**src/rtl/fetch_stage_if.sv**
```systemverilog
// Instruction-memory read port shared between the fetch stage and the memory.
// The protocol is stateless per cycle: a read completes only in a cycle where
// imem_req and imem_ready are both high.
interface fetch_stage_if;
    logic        imem_req;
    logic [15:0] imem_addr;
    logic [15:0] imem_rdata;
    logic        imem_ready;

    // Fetch side drives the request and address.
    modport master (
        output imem_req,
        output imem_addr,
        input  imem_rdata,
        input  imem_ready
    );

    // Memory side returns the data and the ready strobe.
    modport slave (
        input  imem_req,
        input  imem_addr,
        output imem_rdata,
        output imem_ready
    );
endinterface

```
**src/rtl/fetch_stage.sv**
```systemverilog
// Instruction fetch stage: issues reads to instruction memory, holds one
// delivered instruction for IF/ID, honours stall and redirect, and stops
// fetching after a HALT instruction until the next redirect.
module fetch_stage #(
    parameter logic [15:0] RESET_PC    = 16'h0000,
    parameter logic [3:0]  HALT_OPCODE = 4'hF
) (
    input  logic          clk,
    input  logic          rst,
    input  logic          stall,
    input  logic          redirect,
    input  logic [15:0]   redirect_pc,
    fetch_stage_if.master imem,
    output logic [15:0]   pc_out,
    output logic [15:0]   inst_out,
    output logic          inst_valid,
    output logic          flush_out,
    output logic          halted
);

    typedef enum logic [0:0] {StRun, StHalt} state_e;

    state_e      state_q, state_d;
    logic [15:0] fetch_pc_q, fetch_pc_d;
    logic [15:0] inst_q, inst_d;
    logic [15:0] pc_out_q, pc_out_d;
    logic        inst_valid_q, inst_valid_d;

    logic        slot_free;
    logic        req;
    logic        accept;
    logic        is_halt;
    logic [15:0] pc_plus2;

    // Request generation and output decode. rst gates the request so no read
    // is issued while the block is held in reset.
    always_comb begin
        slot_free = ~inst_valid_q | ~stall;
        req       = ~rst & (state_q == StRun) & slot_free & ~redirect;
        accept    = req & imem.imem_ready;
        is_halt   = (imem.imem_rdata[15:12] == HALT_OPCODE);
        pc_plus2  = fetch_pc_q + 16'd2;
        flush_out = redirect | ~inst_valid_q;
        halted    = (state_q == StHalt);
    end

    assign imem.imem_req  = req;
    assign imem.imem_addr = fetch_pc_q;
    assign pc_out         = pc_out_q;
    assign inst_out       = inst_q;
    assign inst_valid     = inst_valid_q;

    // Next-state: redirect wins over everything, then accept, then consume.
    always_comb begin
        state_d      = state_q;
        fetch_pc_d   = fetch_pc_q;
        inst_d       = inst_q;
        pc_out_d     = pc_out_q;
        inst_valid_d = inst_valid_q;

        if (redirect) begin
            // Squash the held instruction and discard any same-cycle data.
            fetch_pc_d   = redirect_pc;
            inst_valid_d = 1'b0;
            state_d      = StRun;
        end else if (accept) begin
            inst_d       = imem.imem_rdata;
            pc_out_d     = pc_plus2;
            inst_valid_d = 1'b1;
            if (is_halt) begin
                // HALT is delivered but the PC stays on it.
                state_d = StHalt;
            end else begin
                fetch_pc_d = pc_plus2;
            end
        end else if (inst_valid_q && !stall) begin
            inst_valid_d = 1'b0;
        end
    end

    // State registers with asynchronous reset.
    always_ff @(posedge clk or posedge rst) begin
        if (rst) begin
            state_q      <= StRun;
            fetch_pc_q   <= RESET_PC;
            inst_q       <= 16'h0000;
            pc_out_q     <= 16'h0000;
            inst_valid_q <= 1'b0;
        end else begin
            state_q      <= state_d;
            fetch_pc_q   <= fetch_pc_d;
            inst_q       <= inst_d;
            pc_out_q     <= pc_out_d;
            inst_valid_q <= inst_valid_d;
        end
    end

endmodule
```
**src/flat_wrapper.sv**
```systemverilog
// flat-port wrapper written by rule: the top's interface ports become plain ports
module fetch_stage_flat 
#(
    parameter logic [15:0] RESET_PC    = 16'h0000,
    parameter logic [3:0]  HALT_OPCODE = 4'hF
)
  (clk, rst, stall, redirect, redirect_pc, pc_out, inst_out, inst_valid, flush_out, halted, imem_imem_req, imem_imem_addr, imem_imem_rdata, imem_imem_ready);
  fetch_stage_if imem_i ();
  input  logic clk;
  input  logic rst;
  input  logic stall;
  input  logic redirect;
  input  logic [15:0] redirect_pc;
  output logic [15:0] pc_out;
  output logic [15:0] inst_out;
  output logic inst_valid;
  output logic flush_out;
  output logic halted;
  output wire logic [$bits(imem_i.imem_req)-1:0] imem_imem_req;
  output wire logic [$bits(imem_i.imem_addr)-1:0] imem_imem_addr;
  input wire logic [$bits(imem_i.imem_rdata)-1:0] imem_imem_rdata;
  input wire logic [$bits(imem_i.imem_ready)-1:0] imem_imem_ready;
  assign imem_imem_req = imem_i.imem_req;
  assign imem_imem_addr = imem_i.imem_addr;
  assign imem_i.imem_rdata = imem_imem_rdata;
  assign imem_i.imem_ready = imem_imem_ready;
  fetch_stage #(.RESET_PC(RESET_PC), .HALT_OPCODE(HALT_OPCODE)) u_core (.clk(clk), .rst(rst), .stall(stall), .redirect(redirect), .redirect_pc(redirect_pc), .imem(imem_i), .pc_out(pc_out), .inst_out(inst_out), .inst_valid(inst_valid), .flush_out(flush_out), .halted(halted));
endmodule
```
**config.mk**
```make
export PLATFORM = sky130hd
export DESIGN_NAME = fetch_stage_flat
export DESIGN_NICKNAME = d
export VERILOG_FILES = /design/src/rtl/fetch_stage_if.sv /design/src/rtl/fetch_stage.sv /design/src/flat_wrapper.sv
export SDC_FILE = /design/constraint.sdc
export NUM_CORES = 1
export LEC_CHECK = 0
export ABC_AREA = 1
export CAP_MARGIN = 20
export CORE_MARGIN = 2
export CORE_UTILIZATION = 31
export CTS_BUF_LIST = sky130_fd_sc_hd__clkbuf_4
export CTS_CLUSTER_SIZE = 25
export DETAILED_ROUTE_END_ITERATION = 10
export PLACE_DENSITY_LB_ADDON = 0.15
export SYNTH_ARGS = -nofsm -noshare
export SYNTH_HDL_FRONTEND = slang
export SYNTH_SLANG_ARGS = --single-unit
```
**constraint.sdc**
```tcl
create_clock -name clk -period 1.8 [get_ports clk]
set_input_delay 0.45 -clock clk [delete_from_list [all_inputs] [get_ports clk]]
set_output_delay 0.45 -clock clk [all_outputs]
set_load 0.005 [all_outputs]
```
==> impl_metrics.ini, run 1 <==
[global_route]
grt.overflow.total = 0
grt_pass1_wl_um = 10540
antenna_found_initial = 0
grt_pass1_vias = 2230
grt_max_degree = 51
track_usage_pct = 15.50

[critical_path]
cpMaxStageDelayCell = clkdlybuf4s50_1
timing.rr.start = u_core.imem.imem_addr[1]
critPathLaunchType = flip-flop
worstPathArrival_ns = 1.30
worst-r2r-setup-slack_ns = 0.24
cp_max_fo = 5
reg2reg_depth = 7
reg2reg_to = u_core.imem.imem_addr[7]
required_ns = 1.35
worstPathBufferInverterCount = 1
path_class = flip-flop to output pin
cp-end-kind = output pin
crit_chain = clkdlybuf4s50_1
path_delay_family = buffers and inverters
slowest_delay_ns = 0.51

[clock_network]
cts_buffer_depth = 2
cts.sinks = 50
cts_buffers = 5
root_buffer = clkbuf_4
clock_latency_ns = 0.36
hold_buffers = 0
htree_levels = 2
cts_tree = done
cts.clk_slew.worst_paths_ns = 0.14

[timing]
max_slew_margin_pct = 73.51
skew_ns = 0.006881
tightest_slew_ns = 0.3958
hold_violations = 0
setup_viol = 0
max_freq_mhz = 570.7
fin_crit_ns = 1.752
period_share_pct = 97.35
slew_viol_final = 0

[cells_and_area]
fin_nets = 479
syn_to_final_growth_pct = 51.25
num_antenna_cells = 0
layout-drive-gt1-share_pct = 10.63
final_cell_count_no_fill = 544
fillCellCount = 801
final_util_pct = 48.13

[hold_path]
hold_path_class = primary input to async pin

[die]
start_util_pct = 31.82
row_count = 32
die_w_um = 92.83
die_area_sq_um = 8617
core_area_sq_um = 7687
top_level_ports = 89
chipHeight_um = 92.83

[yosys]
synth.avg_cell_area_sq_um = 7.412
ys_ff_latch = 50
synth_cell_types = 24
syn_area_sq_um = 2446
synth_cells = 330
syn-num-nets = 368
ys_seq_area_share_pct = 51.15
yosysWarnings = 0

[drt]
totalWireLength_um = 6518
viasPerCell = 4.329
wire_per_inst_um = 11.98
drc = 0
drt-pass1-iter-count = 4
first_iter_violations = 101
ant_nets = 0
vias = 2355

[placed_design]
dp_hpwl_um = 4704
place.gp.congestion = 0.7671
port_buffers = 88
dpl.cell_count = 522

[outcome]
status = complete, no violations

[pwr]
leakage_nw = 1.894
powerDensity_nw_per_um2 = 820.4
ir_worst_vdd_mv = 0.3931

[job]
maxCapViolCount = 0
==> worst max-delay path by stage <==
| stage | from | endpoint | slack (ns) | depth (start not counted) |
|---|---|---|---|---|
| 2_1_floorplan | rst | u_core.halted | 0.15 | 1 |
| 3_3_place_gp | rst | imem_imem_req | -0.27 | 5 |
| 3_5_place_dp | rst | imem_imem_req | -0.29 | 5 |
| 4_1_cts | u_core.imem.imem_addr[12] | imem_imem_addr[12] | 0.006 | 1 |
| 5_1_grt | u_core.imem.imem_addr[12] | imem_imem_addr[12] | -0.001 | 1 |
| 6_report | u_core.imem.imem_addr[12] | imem_imem_addr[12] | 0.05 | 1 |
==> power breakdown <==
part	leakage, nW	switching [W]	internal (W)
logic	1.24	0.000439	0.000632
registers	0.618	0.000126	0.00133
clock network	0.0331	0.000349	0.000163
total	1.89	0.000914	0.00212
==> flip-flops by register name, indices dropped and copies added (netlist names) <==
signal and count:
u_core.halted 1, u_core.imem.imem_addr 16, u_core.inst_out 16, u_core.inst_valid 1, u_core.pc_out 16
==> cells in the mapped netlist, drive strengths merged <==
cell / instances / area share [%]
o21a: 1 / 0.31
buf: 8 / 2.0
a21boi: 1 / 0.31
nand4: 7 / 2.4
clkbuf: 4 / 0.61
nand3: 15 / 3.1
xor2: 4 / 1.4
dfrtp: 50 / 51
nor2: 30 / 4.8
nand2: 169 / 26
o21ai: 16 / 3.3
xnor2: 1 / 0.36
inv: 21 / 3.2
nor3: 1 / 0.20
ha: 1 / 0.51
nand3b: 1 / 0.31
==> repair_timing <==
item                                   in CTS  in global routing
setup endpoints to repair                  14                  9
gates resized for setup                    11                  5
pin swaps                                   1                  2
buffers inserted                            9                  5
endpoints found under the hold margin       0                  0
==> metal layers <==
metal	GRT usage [%]	part of all wire, %	vias up
met5	0	0	-
met4	4.044	1.1	0
met3	4.231	5.8	6
met2	24.76	47	59
met1	20.79	46	1051
li1	-	-	1239
==> kinds of logic after synthesis <==
kind of cell / Yosys count / synth area share [%]
flops: 50 / 51.15
simple gates: 223 / 36.83
xor+xnor: 5 / 1.790
buf+inv: 33 / 5.831
fa+ha+maj: 1 / 0.5114
compound gates: 18 / 3.888
==> final cells by class <==
class                           instances  area, sq um  share of cell area (%)
Timing Repair Buffer                  116         1130                   30.54
Sequential cell                        50         1257                   33.99
Tap cell                              102        127.6                   3.449
Multi-Input combinational cell        247         1052                   28.44
Clock buffer                            6        45.04                   1.217
Clock inverter                          2        8.758                  0.2367
Inverter                               21        78.83                   2.131
==> placed cells by master, fill, tap and decap left out, drive strengths merged, types with 6 or more instances in the layout <==
master	count
nand2	169
clkdlybuf4s50	80
dfrtp	50
nor2	30
buf	29
inv	21
o21ai	16
nand3	15
nand4	7
clkbuf	6
==> through the flow <==
step | setup slack [ns] | total power [W] | setup TNS, ns | hold slack, ns | cell area, sq um
2_1_floorplan | 0.1488 | 0.001859 | 0 | 0.4724 | 2446
3_3_place_gp | -0.2730 | 0.002480 | -1.894 | 0.4623 | 3533
4_1_cts | 0.006107 | 0.003067 | 0 | 0.3848 | 3659
5_1_grt | -0.001122 | 0.003249 | -0.001122 | 0.3910 | 3700
6_report | 0.04766 | 0.003035 | 0 | 0.3856 | 3700
3_5_place_dp | -0.2925 | 0.002494 | -2.754 | 0.4637 | 3533
Note: power is estimated with default switching activity, not from simulation.
==> inputs of run 2 (changes only) <==
--- a/config.mk
+++ b/config.mk
@@ -12,6 +12,7 @@
 export CTS_BUF_LIST = sky130_fd_sc_hd__clkbuf_4
 export CTS_CLUSTER_SIZE = 25
 export DETAILED_ROUTE_END_ITERATION = 10
+export HOLD_SLACK_MARGIN = 0.03
 export PLACE_DENSITY_LB_ADDON = 0.15
 export SYNTH_ARGS = -nofsm -noshare
 export SYNTH_HDL_FRONTEND = slang
==> results of run 2 <==
The final DEF is identical to that of run 1; final timing and power are the same.
==> inputs of run 3 (changes only) <==
--- a/config.mk
+++ b/config.mk
@@ -14,6 +14,7 @@
 export DETAILED_ROUTE_END_ITERATION = 10
 export HOLD_SLACK_MARGIN = 0.03
 export PLACE_DENSITY_LB_ADDON = 0.15
+export SETUP_SLACK_MARGIN = 0.2
 export SYNTH_ARGS = -nofsm -noshare
 export SYNTH_HDL_FRONTEND = slang
 export SYNTH_SLANG_ARGS = --single-unit
==> impl_metrics.ini, run 3 (synthesis gave the netlist of run 1 again) <==
[timing]
slew_viol_final = 0
rsz0062_at_grt = true
finalWorstSetupSlack_ns = 0.1348
max_slew_margin_pct = 76.87
tightest_slew_ns = 0.3470
skew_ns = 0.01804
finalSetupTns_ns = 0
max_freq_mhz = 600.5
fin_crit_ns = 1.665
hold_violations = 0
setup_viol = 0
period_share_pct = 92.51

[placed_design]
dpl.cell_count = 524
place.gp.congestion = 0.7847
pre_cts_slack_ns = -0.3098
dp_hpwl_um = 4808
port_buffers = 88

[clock_network]
root_buffer = clkbuf_4
cts.clk_slew.worst_paths_ns = 0.15
cts_tree = done
clock_latency_ns = 0.38
htree_levels = 2
cts.sinks = 50
cts_buffers = 5
hold_buffers = 0
cts_buffer_depth = 2

[critical_path]
cpMaxStageDelayCell = dfrtp_1
worstPathArrival_ns = 1.22
crit_chain = nor2_2 > nand2_1 > nor2_1 > buf_2
cp_max_fo = 3
cp-end-kind = output pin
worstPathBufferInverterCount = 1
path_class = flip-flop to output pin
slowest_delay_ns = 0.44
path_delay_family = flip-flops
required_ns = 1.35
critPathLaunchType = flip-flop

[die]
core_area_sq_um = 7687
die_area_sq_um = 8617
start_util_pct = 31.82
top_level_ports = 89
chipHeight_um = 92.83
die_w_um = 92.83
row_count = 32

[global_route]
grt_pass1_wl_um = 10910
grt_pass1_vias = 2302
antenna_found_initial = 0
grt.overflow.total = 0
grt_max_degree = 27
track_usage_pct = 16.00

[drt]
wire_per_inst_um = 11.90
viasPerCell = 4.371
first_iter_violations = 71
drc = 0
ant_nets = 0
totalWireLength_um = 6665
drt-pass1-iter-count = 4
vias = 2448

[cells_and_area]
final_util_pct = 49.27
most-common-layout-cells = 166 x nand2_1, 51 x dlygate4sd2_1, 46 x dfrtp_1, 40 x buf_4, 34 x clkdlybuf4s50_1
final_cell_count_no_fill = 560
fin_nets = 495
fillCellCount = 825
multi_input_area_sq_um = 1097
regArea_sq_um = 1256
num_antenna_cells = 0
syn_to_final_growth_pct = 54.83
final_common_cell = nand2_1
layout-drive-gt1-share_pct = 15.50

[pwr]
powerDensity_nw_per_um2 = 789.0
finalPower_w = 0.002988
leakage_nw = 2.038
ir_worst_vdd_mv = 0.3249

[job]
maxCapViolCount = 0

[outcome]
status = complete, no violations

[hold_path]
hold_path_class = primary input to async pin
run 3: metrics by stage:
| stage | instance area (sq um) | hold WS [ns] |
|---|---|---|
| after floorplan | 2450 | 0.4724 |
| after global placement | 3540 | 0.4629 |
| after detailed placement | 3540 | 0.4643 |
| after CTS | 3731 | 0.4048 |
| after global routing | 3787 | 0.4451 |
| final | 3787 | 0.4108 |
run 3: worst paths after layout:
path	startpoint	endpoint	slack (ns)	cells after the start
worst min register to register	u_core.inst_out[2]	u_core.inst_out[2]	0.49	2
min in group clk	redirect	u_core.inst_valid	0.48	2
max in group asynchronous	rst	u_core.imem.imem_addr[12]	1.10	4
worst min-delay path	rst	u_core.imem.imem_addr[9]	0.41	4
worst max register to register	u_core.halted	u_core.imem.imem_addr[14]	0.32	10
worst max-delay path	u_core.halted	imem_imem_req	0.13	4
run 3: metal layers:
layer  part of all wire, %  vias up  global-route usage [%]
met4                   1.4        0                   5.515
met1                    45     1114                   20.65
li1                      -     1273                       -
met2                    48       53                   26.45
met5                     0        -                       0
met3                   5.4        8                   3.580
run 3: layout make-up:
class | instances | share of cell area, %
clock buffer | 6 | 1.189
clock inverter | 2 | 0.2313
inverter | 21 | 2.180
multi-input combinational | 247 | 28.97
sequential | 50 | 33.17
tap | 102 | 3.370
timing repair buffer | 132 | 30.89
run 3: timing repair:
action	in CTS	in global routing
buffers inserted	26	2
pin swaps	1	4
gates cloned	0	0
endpoints found under the hold margin	0	0
gates resized for setup	60	19
endpoints found under the setup margin	52	16
run 3: report_power, final:
group,switching [W],internal (W)
sequential,0.000103,0.00133
clock,0.000354,0.000163
combinational,0.000480,0.000564
run 3: worst min-delay path: stages:
cell and delay (ns):
dlygate4sd2_1 0.26, buf_4 0.14, clkinvlp_4 0.05, buf_4 0.30
